`src/rtl/txt_overlay_engine.sv`:
```
// Text overlay renderer: NUM_LINES writable character lines drawn as scaled
// glyphs from an external synchronous ROM. It also draws a blinking cursor box
// and a per-frame typewriter reveal. The latency from h_cnt/v_cnt to
// pixel_out/valid is a fixed three cycles.
module txt_overlay_engine #(
    parameter int unsigned NUM_LINES      = 2,
    parameter int unsigned CHARS_PER_LINE = 8,
    parameter int unsigned CHAR_W         = 6,
    parameter int unsigned SCALE_SHIFT    = 4,
    parameter int unsigned CHAR_PITCH     = 90,
    parameter int unsigned BOX_W          = 10,
    parameter int unsigned BLINK_FRAMES   = 32,
    parameter int unsigned REVEAL_FRAMES  = 4,
    localparam int unsigned LW  = (NUM_LINES > 1) ? $clog2(NUM_LINES) : 1,
    localparam int unsigned CIW = (CHARS_PER_LINE > 1) ? $clog2(CHARS_PER_LINE) : 1
) (
    input  logic              clk,
    input  logic              rst_n,
    input  logic [9:0]        h_cnt,
    input  logic [9:0]        v_cnt,
    input  logic              frame_start,
    input  logic              wr_en,
    input  logic [LW-1:0]     wr_line,
    input  logic [CIW-1:0]    wr_col,
    input  logic [CHAR_W-1:0] wr_char,
    input  logic              org_we,
    input  logic [9:0]        org_x,
    input  logic [9:0]        org_y,
    input  logic [11:0]       colour_in,
    input  logic              cursor_en,
    input  logic [LW-1:0]     cursor_line,
    input  logic [CIW-1:0]    cursor_col,
    input  logic              reveal_start,
    output logic [CHAR_W-1:0] glyph_addr,
    output logic [2:0]        glyph_col,
    output logic [2:0]        glyph_row,
    input  logic              glyph_bit,
    output logic [11:0]       pixel_out,
    output logic              valid
);
    localparam int unsigned CW = CIW + 1;
    localparam int unsigned BW = (BLINK_FRAMES > 1) ? $clog2(BLINK_FRAMES) : 1;
    localparam int unsigned RW = (REVEAL_FRAMES > 1) ? $clog2(REVEAL_FRAMES) : 1;
    localparam logic [11:0] CELL_W = 12'(5 << SCALE_SHIFT);
    localparam logic [11:0] CELL_H = 12'(7 << SCALE_SHIFT);
    localparam logic [11:0] BOXW   = 12'(BOX_W);
    localparam logic [11:0] PITCH  = 12'(CHAR_PITCH);
    localparam logic [CHAR_W-1:0] BLANK = '1;

    logic [CHAR_W-1:0] chars_q  [NUM_LINES][CHARS_PER_LINE];
    logic [CHAR_W-1:0] chars_d  [NUM_LINES][CHARS_PER_LINE];
    logic [9:0]        org_x_q  [NUM_LINES];
    logic [9:0]        org_x_d  [NUM_LINES];
    logic [9:0]        org_y_q  [NUM_LINES];
    logic [9:0]        org_y_d  [NUM_LINES];
    logic [11:0]       colour_q [NUM_LINES];
    logic [11:0]       colour_d [NUM_LINES];

    logic [BW-1:0] frame_cnt_q, frame_cnt_d;
    logic          blink_on_q, blink_on_d;
    logic [RW-1:0] rframe_q, rframe_d;
    logic [CW-1:0] reveal_q, reveal_d;

    // Stage 1 (glyph ROM address) and stage 2 (ROM data return) registers
    logic [CHAR_W-1:0] glyph_addr_q, glyph_addr_d;
    logic [2:0]        glyph_col_q, glyph_col_d;
    logic [2:0]        glyph_row_q, glyph_row_d;
    logic              ghit1_q, ghit1_d, bhit1_q, bhit1_d;
    logic [LW-1:0]     line1_q, line1_d;
    logic              ghit2_q, ghit2_d, bhit2_q, bhit2_d;
    logic [11:0]       colour2_q, colour2_d;
    logic [11:0]       pixel_q, pixel_d;
    logic              valid_q, valid_d;

    // Stage 0 working signals
    logic              line_hit, box_outer, box_inner;
    logic [11:0]       h12, v12, ox, oy, dx, dy, off, base, bx0, by0;
    logic [CW-1:0]     col;
    logic [CHAR_W-1:0] code;

    // Character and origin storage: writes land on the next edge, so a
    // same-cycle read still sees the old contents.
    always_comb begin
        chars_d  = chars_q;
        org_x_d  = org_x_q;
        org_y_d  = org_y_q;
        colour_d = colour_q;
        if (wr_en) chars_d[wr_line][wr_col] = wr_char;
        if (org_we) begin
            org_x_d[wr_line]  = org_x;
            org_y_d[wr_line]  = org_y;
            colour_d[wr_line] = colour_in;
        end
    end

    // Blink phase and typewriter reveal counters; reveal_start overrides frame_start
    always_comb begin
        frame_cnt_d = frame_cnt_q;
        blink_on_d  = blink_on_q;
        rframe_d    = rframe_q;
        reveal_d    = reveal_q;
        if (frame_start) begin
            if (frame_cnt_q == BW'(BLINK_FRAMES - 1)) begin
                frame_cnt_d = '0;
                blink_on_d  = !blink_on_q;
            end else begin
                frame_cnt_d = frame_cnt_q + 1'b1;
            end
        end
        if (reveal_start) begin
            rframe_d = '0;
            reveal_d = '0;
        end else if (frame_start) begin
            if (rframe_q == RW'(REVEAL_FRAMES - 1)) begin
                rframe_d = '0;
                if (reveal_q < CW'(CHARS_PER_LINE)) reveal_d = reveal_q + 1'b1;
            end else begin
                rframe_d = rframe_q + 1'b1;
            end
        end
    end

    // Stage 0: select the line and character cell, and classify glyph and box hits
    always_comb begin
        h12      = {2'b00, h_cnt};
        v12      = {2'b00, v_cnt};
        line_hit = 1'b0;
        line1_d  = '0;
        ox       = '0;
        oy       = '0;
        for (int unsigned i = 0; i < NUM_LINES; i++) begin
            if (!line_hit && v12 >= {2'b00, org_y_q[LW'(i)]} &&
                v12 < {2'b00, org_y_q[LW'(i)]} + CELL_H) begin
                line_hit = 1'b1;
                line1_d  = LW'(i);
                ox       = {2'b00, org_x_q[LW'(i)]};
                oy       = {2'b00, org_y_q[LW'(i)]};
            end
        end
        dx   = h12 - ox;
        dy   = v12 - oy;
        // Column by comparison against constant multiples of the pitch; the
        // multiples increase, so the last one passed is the quotient.
        col  = '0;
        base = '0;
        for (int unsigned k = 1; k <= CHARS_PER_LINE; k++) begin
            if (dx >= 12'(k * CHAR_PITCH)) begin
                col  = CW'(k);
                base = 12'(k * CHAR_PITCH);
            end
        end
        off         = dx - base;
        code        = chars_q[line1_d][col[CIW-1:0]];
        glyph_addr_d = code;
        glyph_col_d  = 3'(off >> SCALE_SHIFT);
        glyph_row_d  = 3'(dy >> SCALE_SHIFT);
        ghit1_d = line_hit && (h12 >= ox) && (col < CW'(CHARS_PER_LINE)) &&
                  (off < CELL_W) && (code != BLANK) && (col < reveal_q);

        bx0 = {2'b00, org_x_q[cursor_line]} + 12'(cursor_col) * PITCH;
        by0 = {2'b00, org_y_q[cursor_line]};
        box_outer = (h12 + BOXW >= bx0) && (h12 < bx0 + CELL_W + BOXW) &&
                    (v12 + BOXW >= by0) && (v12 < by0 + CELL_H + BOXW);
        box_inner = (h12 >= bx0) && (h12 < bx0 + CELL_W) &&
                    (v12 >= by0) && (v12 < by0 + CELL_H);
        bhit1_d = cursor_en && blink_on_q && box_outer && !box_inner;
    end

    // Stage 2 carry and final pixel selection: the box beats the glyph
    always_comb begin
        ghit2_d   = ghit1_q;
        bhit2_d   = bhit1_q;
        colour2_d = colour_q[line1_q];
        valid_d   = 1'b0;
        pixel_d   = '0;
        if (bhit2_q) begin
            valid_d = 1'b1;
            pixel_d = 12'hfff;
        end else if (ghit2_q) begin
            valid_d = 1'b1;
            pixel_d = glyph_bit ? colour2_q : 12'h000;
        end
    end

    // All state registers; asynchronous reset also flushes the pipeline
    always_ff @(posedge clk or negedge rst_n) begin
        if (!rst_n) begin
            for (int unsigned i = 0; i < NUM_LINES; i++) begin
                for (int unsigned j = 0; j < CHARS_PER_LINE; j++)
                    chars_q[LW'(i)][CIW'(j)] <= '1;
                org_x_q[LW'(i)]  <= '0;
                org_y_q[LW'(i)]  <= '0;
                colour_q[LW'(i)] <= 12'hfff;
            end
            frame_cnt_q  <= '0;
            blink_on_q   <= 1'b1;
            rframe_q     <= '0;
            reveal_q     <= CW'(CHARS_PER_LINE);
            glyph_addr_q <= '0;
            glyph_col_q  <= '0;
            glyph_row_q  <= '0;
            ghit1_q      <= 1'b0;
            bhit1_q      <= 1'b0;
            line1_q      <= '0;
            ghit2_q      <= 1'b0;
            bhit2_q      <= 1'b0;
            colour2_q    <= '0;
            pixel_q      <= '0;
            valid_q      <= 1'b0;
        end else begin
            chars_q      <= chars_d;
            org_x_q      <= org_x_d;
            org_y_q      <= org_y_d;
            colour_q     <= colour_d;
            frame_cnt_q  <= frame_cnt_d;
            blink_on_q   <= blink_on_d;
            rframe_q     <= rframe_d;
            reveal_q     <= reveal_d;
            glyph_addr_q <= glyph_addr_d;
            glyph_col_q  <= glyph_col_d;
            glyph_row_q  <= glyph_row_d;
            ghit1_q      <= ghit1_d;
            bhit1_q      <= bhit1_d;
            line1_q      <= line1_d;
            ghit2_q      <= ghit2_d;
            bhit2_q      <= bhit2_d;
            colour2_q    <= colour2_d;
            pixel_q      <= pixel_d;
            valid_q      <= valid_d;
        end
    end

    assign glyph_addr = glyph_addr_q;
    assign glyph_col  = glyph_col_q;
    assign glyph_row  = glyph_row_q;
    assign pixel_out  = pixel_q;
    assign valid      = valid_q;
endmodule

```
`config.mk`:
```
export PLATFORM = sky130hd
export DESIGN_NAME = txt_overlay_engine
export DESIGN_NICKNAME = d
export VERILOG_FILES = /design/src/rtl/txt_overlay_engine.sv
export SDC_FILE = /design/constraint.sdc
export NUM_CORES = 1
export LEC_CHECK = 0
export BUFFER_PORTS_ARGS = -buffer_cell sky130_fd_sc_hd__buf_2
export CORE_MARGIN = 5
export CORE_UTILIZATION = 40
export DETAILED_ROUTE_END_ITERATION = 10
export SYNTH_ARGS = -nofsm -noshare
export SYNTH_HDL_FRONTEND = slang
export SYNTH_SLANG_ARGS = --single-unit
```
`constraint.sdc`:
```
create_clock -name clk -period 8.8 [get_ports clk]
set_clock_uncertainty 0.15 [all_clocks]
set_input_delay 0.44 -clock clk [delete_from_list [all_inputs] [get_ports clk]]
set_output_delay 0.44 -clock clk [all_outputs]
set_load 0.01 [all_outputs]
```
Yosys cells after proc, flatten, opt, wreduce, memory -nomap -nowiden
Cells that the tools add are included.
{"block": "totals", "out_inout_bits": 25, "wordCells": 185, "ff_bits": 214, "input_bits": 74}
{"block": "classes", "n_eq_ne": 3, "order_cmp": 33, "reduce_logical": 27, "n_mul": 1, "add_sub_neg": 15, "bitwise_logic": 6, "mux": 63}
{"cell": "two-way mux 48 bit", "count": 4}
{"cell": "two-way mux 12 bit", "count": 15}
{"cell": "bitwise mux 96 bit", "count": 1}
{"cell": "two-way mux 10 bit", "count": 8}
{"cell": "demux 48 bit (select 1 bit)", "count": 1}
{"cell": "two-way mux 4 bit", "count": 11}
{"cell": "bitwise mux 20 bit", "count": 2}
{"cell": ">= comparator 12 x 10 -> 1 bit, second input constant", "count": 3}
{"cell": ">= comparator 12 x 9 -> 1 bit, second input constant", "count": 3}
{"cell": "< comparator 10 x 12 -> 1 bit", "count": 3}
{"cell": "adder 10 x 7 -> 11 bit, second input constant", "count": 3}
{"cell": "< comparator 10 x 11 -> 1 bit", "count": 3}
{"cell": ">= comparator 10 bit", "count": 3}
{"cell": "adder 12 x 4 -> 12 bit, second input constant", "count": 2}
{"cell": "bitwise mux 24 bit", "count": 1}
{"cell": "adder 10 x 4 -> 11 bit, second input constant", "count": 2}
{"cell": "two-way mux 7 bit", "count": 3}
{"cell": "logical AND 1 bit", "count": 19}
{"cell": "binary-select mux 6 bit (select 3 bit)", "count": 1}
{"cell": "demux 6 bit (select 3 bit)", "count": 1}
{"cell": "two-way mux 6 bit", "count": 3}
{"cell": "adder 11 x 7 -> 12 bit, second input constant", "count": 1}
{"cell": "demux 12 bit (select 1 bit)", "count": 1}
{"cell": ">= comparator 10 x 12 -> 1 bit", "count": 1}
{"cell": "33 further kinds", "count": 53}

Logic depth before layout (Yosys ltp)
{"block": "logic_depth", "ltp_word": 25, "ltp_mapped": 42, "mapped_depth_nobuf": 36}

Least setup slack after synthesis
No wires, ideal clock.
{"block": "synth_timing", "path_type": "reg-to-reg", "startpoint": "reg org_y_q[4] (netlist bit)", "endpoint": "reg ghit1_q", "arrival_ns": 7.278, "t_required_ns": 8.552, "slack_ns": 1.274, "period_less_slack_ns": 7.526, "path_stages_with_launch": 38, "path_cell_list": "dfrtp_1 inv_1 ha_1 nand2b_1 nand2_1 xnor2_1 ha_1 a2111oi_0 nor2b_1 a221o_1 and2_1 nor2b_1 buf_4 buf_4 buf_4 clkbuf_1 clkbuf_1 a22oi_1 [... 2 more ...] a2111o_1 and3_1 clkinv_2 a41o_1 a21oi_1 nor3_1 nor2_1 nor2_1 clkinv_1 ha_1 or2_2 a21oi_1 a21oi_1 and2_1 nand3_1 o21ai_0 mux2i_1 nor4bb_2"}
{"block": "synth_via", "elab_cells_between_ends": 52}
{"item": "start, declared", "line_no": "54", "text": "logic [9:0] org_y_q [NUM_LINES];"}
{"item": "start signal, assigned", "line_no": "213", "text": "org_y_q <= org_y_d;"}
{"item": "adder 10 x 7 -> 11 bit / >= comparator 10 bit (equally long branches)", "line_no": "133, 132"}
{"item": "< comparator 10 x 11 -> 1 bit / logical AND 1 bit (equally long branches)", "line_no": "133, 132"}
{"item": "logical AND 1 bit (*)", "line_no": "132", "text": "if (!line_hit && v12 >= {2'b00, org_y_q[LW'(i)]} &&"}
{"item": "two-way mux 1 bit (*)", "line_no": "132"}
{"item": "via line1_d", "line_no": "69", "text": "logic [LW-1:0] line1_q, line1_d;"}
{"item": "inverter 1 -> 2 bit (implied by the code) (*)", "line_no": "153", "text": "code = chars_q[line1_d][col[CIW-1:0]];"}
{"item": "two-way mux 48 bit (implied by the code) (*) (3 in a row)", "line_no": "153"}
{"item": "binary-select mux 6 bit (select 3 bit) (*)", "line_no": "153"}
{"item": "two-way mux 6 bit (implied by the code) (*) (2 in a row)", "line_no": "153"}
{"item": "inequality test 6 bit (*)", "line_no": "158", "text": "(off < CELL_W) && (code != BLANK) && (col < reveal_q);"}
{"item": "logical AND 1 bit (*) (2 in a row)", "line_no": "158"}
{"item": "via ghit1_d", "line_no": "68", "text": "logic ghit1_q, ghit1_d, bhit1_q, bhit1_d;"}
{"item": "end signal, assigned", "line_no": "222", "text": "ghit1_q <= ghit1_d;"}
{"item": "end, declared", "line_no": "68"}
Mark *: on every way through the listed nets, which the timed path passes. The rest lies on a longest branch. The select of a mux whose other input is x is not followed.
A chain may end at the register's enable or synchronous reset.

Final worst setup path
{"block": "layout_timing", "startpoint": "reg org_y_q[4] (netlist bit)", "endpoint": "reg ghit1_q"}
{"block": "layout_via", "elab_chain_len": 21, "elab_cells_between_ends": 52}
{"item": "adder 10 x 7 -> 11 bit / >= comparator 10 bit (equally long branches)", "line_no": "133, 132"}
{"item": "< comparator 10 x 11 -> 1 bit / logical AND 1 bit (equally long branches)", "line_no": "133, 132"}
{"item": "logical AND 1 bit (*)", "line_no": "132"}
{"item": "branches (longest 17 deep; another with subtractor 10 x 12 -> 12 bit)"}
{"item": "logical AND 1 bit (*)", "line_no": "158"}
{"item": "via ghit1_d", "line_no": "68"}
Mark *: on every way through the listed nets, which the timed path passes. The select of a mux whose other input is x is not followed.

==> summary.txt <==
Run status
  • Status: finished clean

Timing
  • F_max: 126 MHz
  • Least-Margin Pin Slew: 971 ps
  • Tcrit/Tclk final: 89.9%
  • Finish-stage setup viols: 0
  • Setup TNS: 0 ps
  • Relative slew slack: 35.3%
  • WHS: 18.8 ps
  • Post-layout minimum cycle time: slightly below 8000 ps
  • Slew Viols, Final: 0
  • RSZ-0062 raised after global routing: no
  • Final Hold Fails: 0

Final layout
  • Most frequent cells in the layout: mux2_2, ha_1, dfstp_2, buf_2, dfrtp_1
  • Fillers: 3358
  • Register Area: 5510 um^2
  • Multi-input gate area: 8460 um^2
  • Layout cell share with drive strength beyond 1: about a third
  • Most common cell after layout, fill and taps aside: mux2_2
  • Nets: 1656
  • Layout area overhead: 12.7%

Hold path
  • Hold Path Class: primary input to flop

Die
  • Initial Util: 40.6%
  • Die width: 200 um
  • IO Pins: about 100
  • Rows: 69
  • Chip Height: 200 um
  • Die area: ~40000 um^2
  • Core Footprint: 35600 um^2

Critical path
  • CP max stage cell: a2111oi_0
  • CP max FO: 17
  • Crit Path Class: flop to flop
  • Most Frequent Cell on Critical Path: ha_1
  • CP Launch Type: flop
  • Crit end category: flop
  • Critical path required time: between 9000 and 10000 ps
  • Worst EP arrival: 8180 ps
  • Max stage delay on crit path: 540 ps

Place
  • Hpwl dp: 24.4 mm
  • Routability cong.: 0.867
  • Number of port buffers: 98

Logic synthesis
  • Post-synthesis net count: approximately 1600
  • Fraction of registers with async set/reset: 100%
  • Cell variety after synth: 79
  • Mean post-synth cell area: 10.9 um^2
  • Mapped Cells: 1322
  • Ys flop type: dfstp_2
  • Post-Syn Area: between 10000 and 15000 um^2
  • Largest cells by area after synthesis: dfstp_2, dfrtp_1, mux2_2
  • Register bit total from synthesis: 214
  • Top cell type's share of synthesized area: around 22%
  • Yosys top cell by area: dfstp_2
  • Post-synth EDFFs: 0
  • Synth Warn #: 0
  • Sequential-to-total area share from yosys stat: around two fifths

Clock network
  • CTS tree: done
  • H-tree depth: 1
  • Sink Count: roughly 210
  • CTS resizes: 0
  • Clk_lat worst skew: 520 ps
  • CTS Root Cell: clkbuf_16
  • Clock-pin slew on the worst setup and hold paths: 60 ps
  • Post-CTS setup buffer count: 0
  • CTS Hold Bufs: 12
  • Clock Tree Buf Depth: 3
  • Clock buffer count from CTS: 24

Routing
  • Via count: 10100
  • TritonRoute pass-1 iters: 4
  • First-iteration detailed-routing DRC count: around 500
  • Post-DRT Antenna Nets: 0
  • Routed wire per std cell: between 15 and 20 um
  • DRC: 0
  • Final WL: 32.3 mm
  • Via density: between 5 and 6

Global route
  • Vias in the first global route: 10200
  • Initial antenna violation count: 4
  • Total track usage: 16.2%
  • First-pass GRT wire length: approximately 54 mm
  • Grt total ovfl: 0
  • Largest net degree at the start of global routing: 89

Power
  • Power Dens Cells: 312 nW/um^2
  • VDD IR-drop max: 0.218 mV
  • Leak Pwr: 7.36 nW
  • Total Power: between 5 and 6 mW

Job
  • Max cap viols: 0
## final timing paths
kind                             from            end  slack, ps  depth (start not counted)
min in group asynchronous       rst_n  glyph_addr[2]        390                          2
hold reg to reg               ghit1_q        ghit2_q        200                          0
setup reg to reg           org_y_q[4]        ghit1_q        890                         34
setup / recovery           org_y_q[4]        ghit1_q        890                         34
hold / removal               org_y[4]    org_y_q[14]         20                          3
max in group asynchronous       rst_n     org_x_q[4]       6670                          3
## sequential cells by signal, indices dropped and copies added, names as in the netlist, 4 cells and up
signal and count:
org_x_q 20, reveal_q 4, glyph_addr 6, org_y_q 20, pixel_out 12, frame_cnt_q 5
colour_q 24, colour2_q 12, chars_q 96
## where the power goes
group / internal (mW) / total (mW) / switching, mW
sequential: 1.29 / 1.42 / 0.125
clock: 0.571 / 0.963 / 0.392
combinational: 1.22 / 2.69 / 1.47
total: 3.09 / 5.07 / 1.98
## synthesized netlist by cell type, drive strengths merged (8+ instances only)
| master | count |
|---|---|
| buf | 18 |
| o211ai | 17 |
| nand3 | 17 |
| a22oi | 16 |
| a21o | 27 |
| mux2i | 49 |
| xor2 | 20 |
| o21bai | 8 |
| a21oi | 61 |
| nor2b | 28 |
| nor2 | 59 |
| and3 | 12 |
| xnor2 | 47 |
| o21ai | 51 |
| mux2 | 182 |
| a211oi | 11 |
| dfstp | 122 |
| nor3 | 17 |
| nand2 | 58 |
| nand2b | 25 |
| inv | 66 |
| clkbuf | 27 |
| ha | 159 |
| or3 | 9 |
| o21a | 36 |
| a31oi | 13 |
| dfrtp | 92 |
## stage by stage
| stage | cell area, um^2 | utilization (%) | instances | setup slack (ps) |
|---|---|---|---|---|
| finish | 16300 | 45.7 | 1899 | 888 |
| global route | 16300 | 45.7 | 1899 | 124 |
| CTS | 16300 | 45.7 | 1897 | 849 |
| detailed placement | 15400 | 43.2 | 1843 | 903 |
| global placement | 15400 | 43.2 | 1843 | 1190 |
| floorplan | 14400 | - | 1322 | 1270 |
## critical path, delay by kind of cell (launching register included)
kind | cells | cell delay (ps)
compound gates | 11 | 2310
simple gates | 13 | 2770
flops | 1 | 430
xor+xnor | 1 | 130
fa+ha+maj | 5 | 1440
buf+inv | 4 | 580
## cell type report
type | count | area share (%)
Timing Repair Buffer | 117 | 4.21
Clock buffer | 37 | 4.49
Antenna cell | 2 | 0.0308
Sequential cell | 214 | 33.9
Inverter | 68 | 1.58
Clock inverter | 5 | 0.246
Tap cell | 461 | 3.55
Multi-Input combinational cell | 995 | 52.0
## kinds of logic after synthesis
kind of cell             synth area share [%]
AND/OR/NAND/NOR                          8.92
adder cells (fa/ha/maj)                  14.2
buffers and inverters                    3.26
XOR/XNOR                                 4.07
flip-flops                               38.2
AO/OA/AOI/OAI                            13.1
multiplexers                             18.3
## layer usage
metal	wire [um]	GRT usage [%]	vias to the layer above	part of all wire, %
met5	27	0	-	0.083
met4	618	3.17	4	1.9
met3	1310	2.67	42	4.1
met2	15200	27.4	151	47
met1	15100	22.2	4954	47
li1	-	-	4991	-
(Power assumes the default switching activity.)
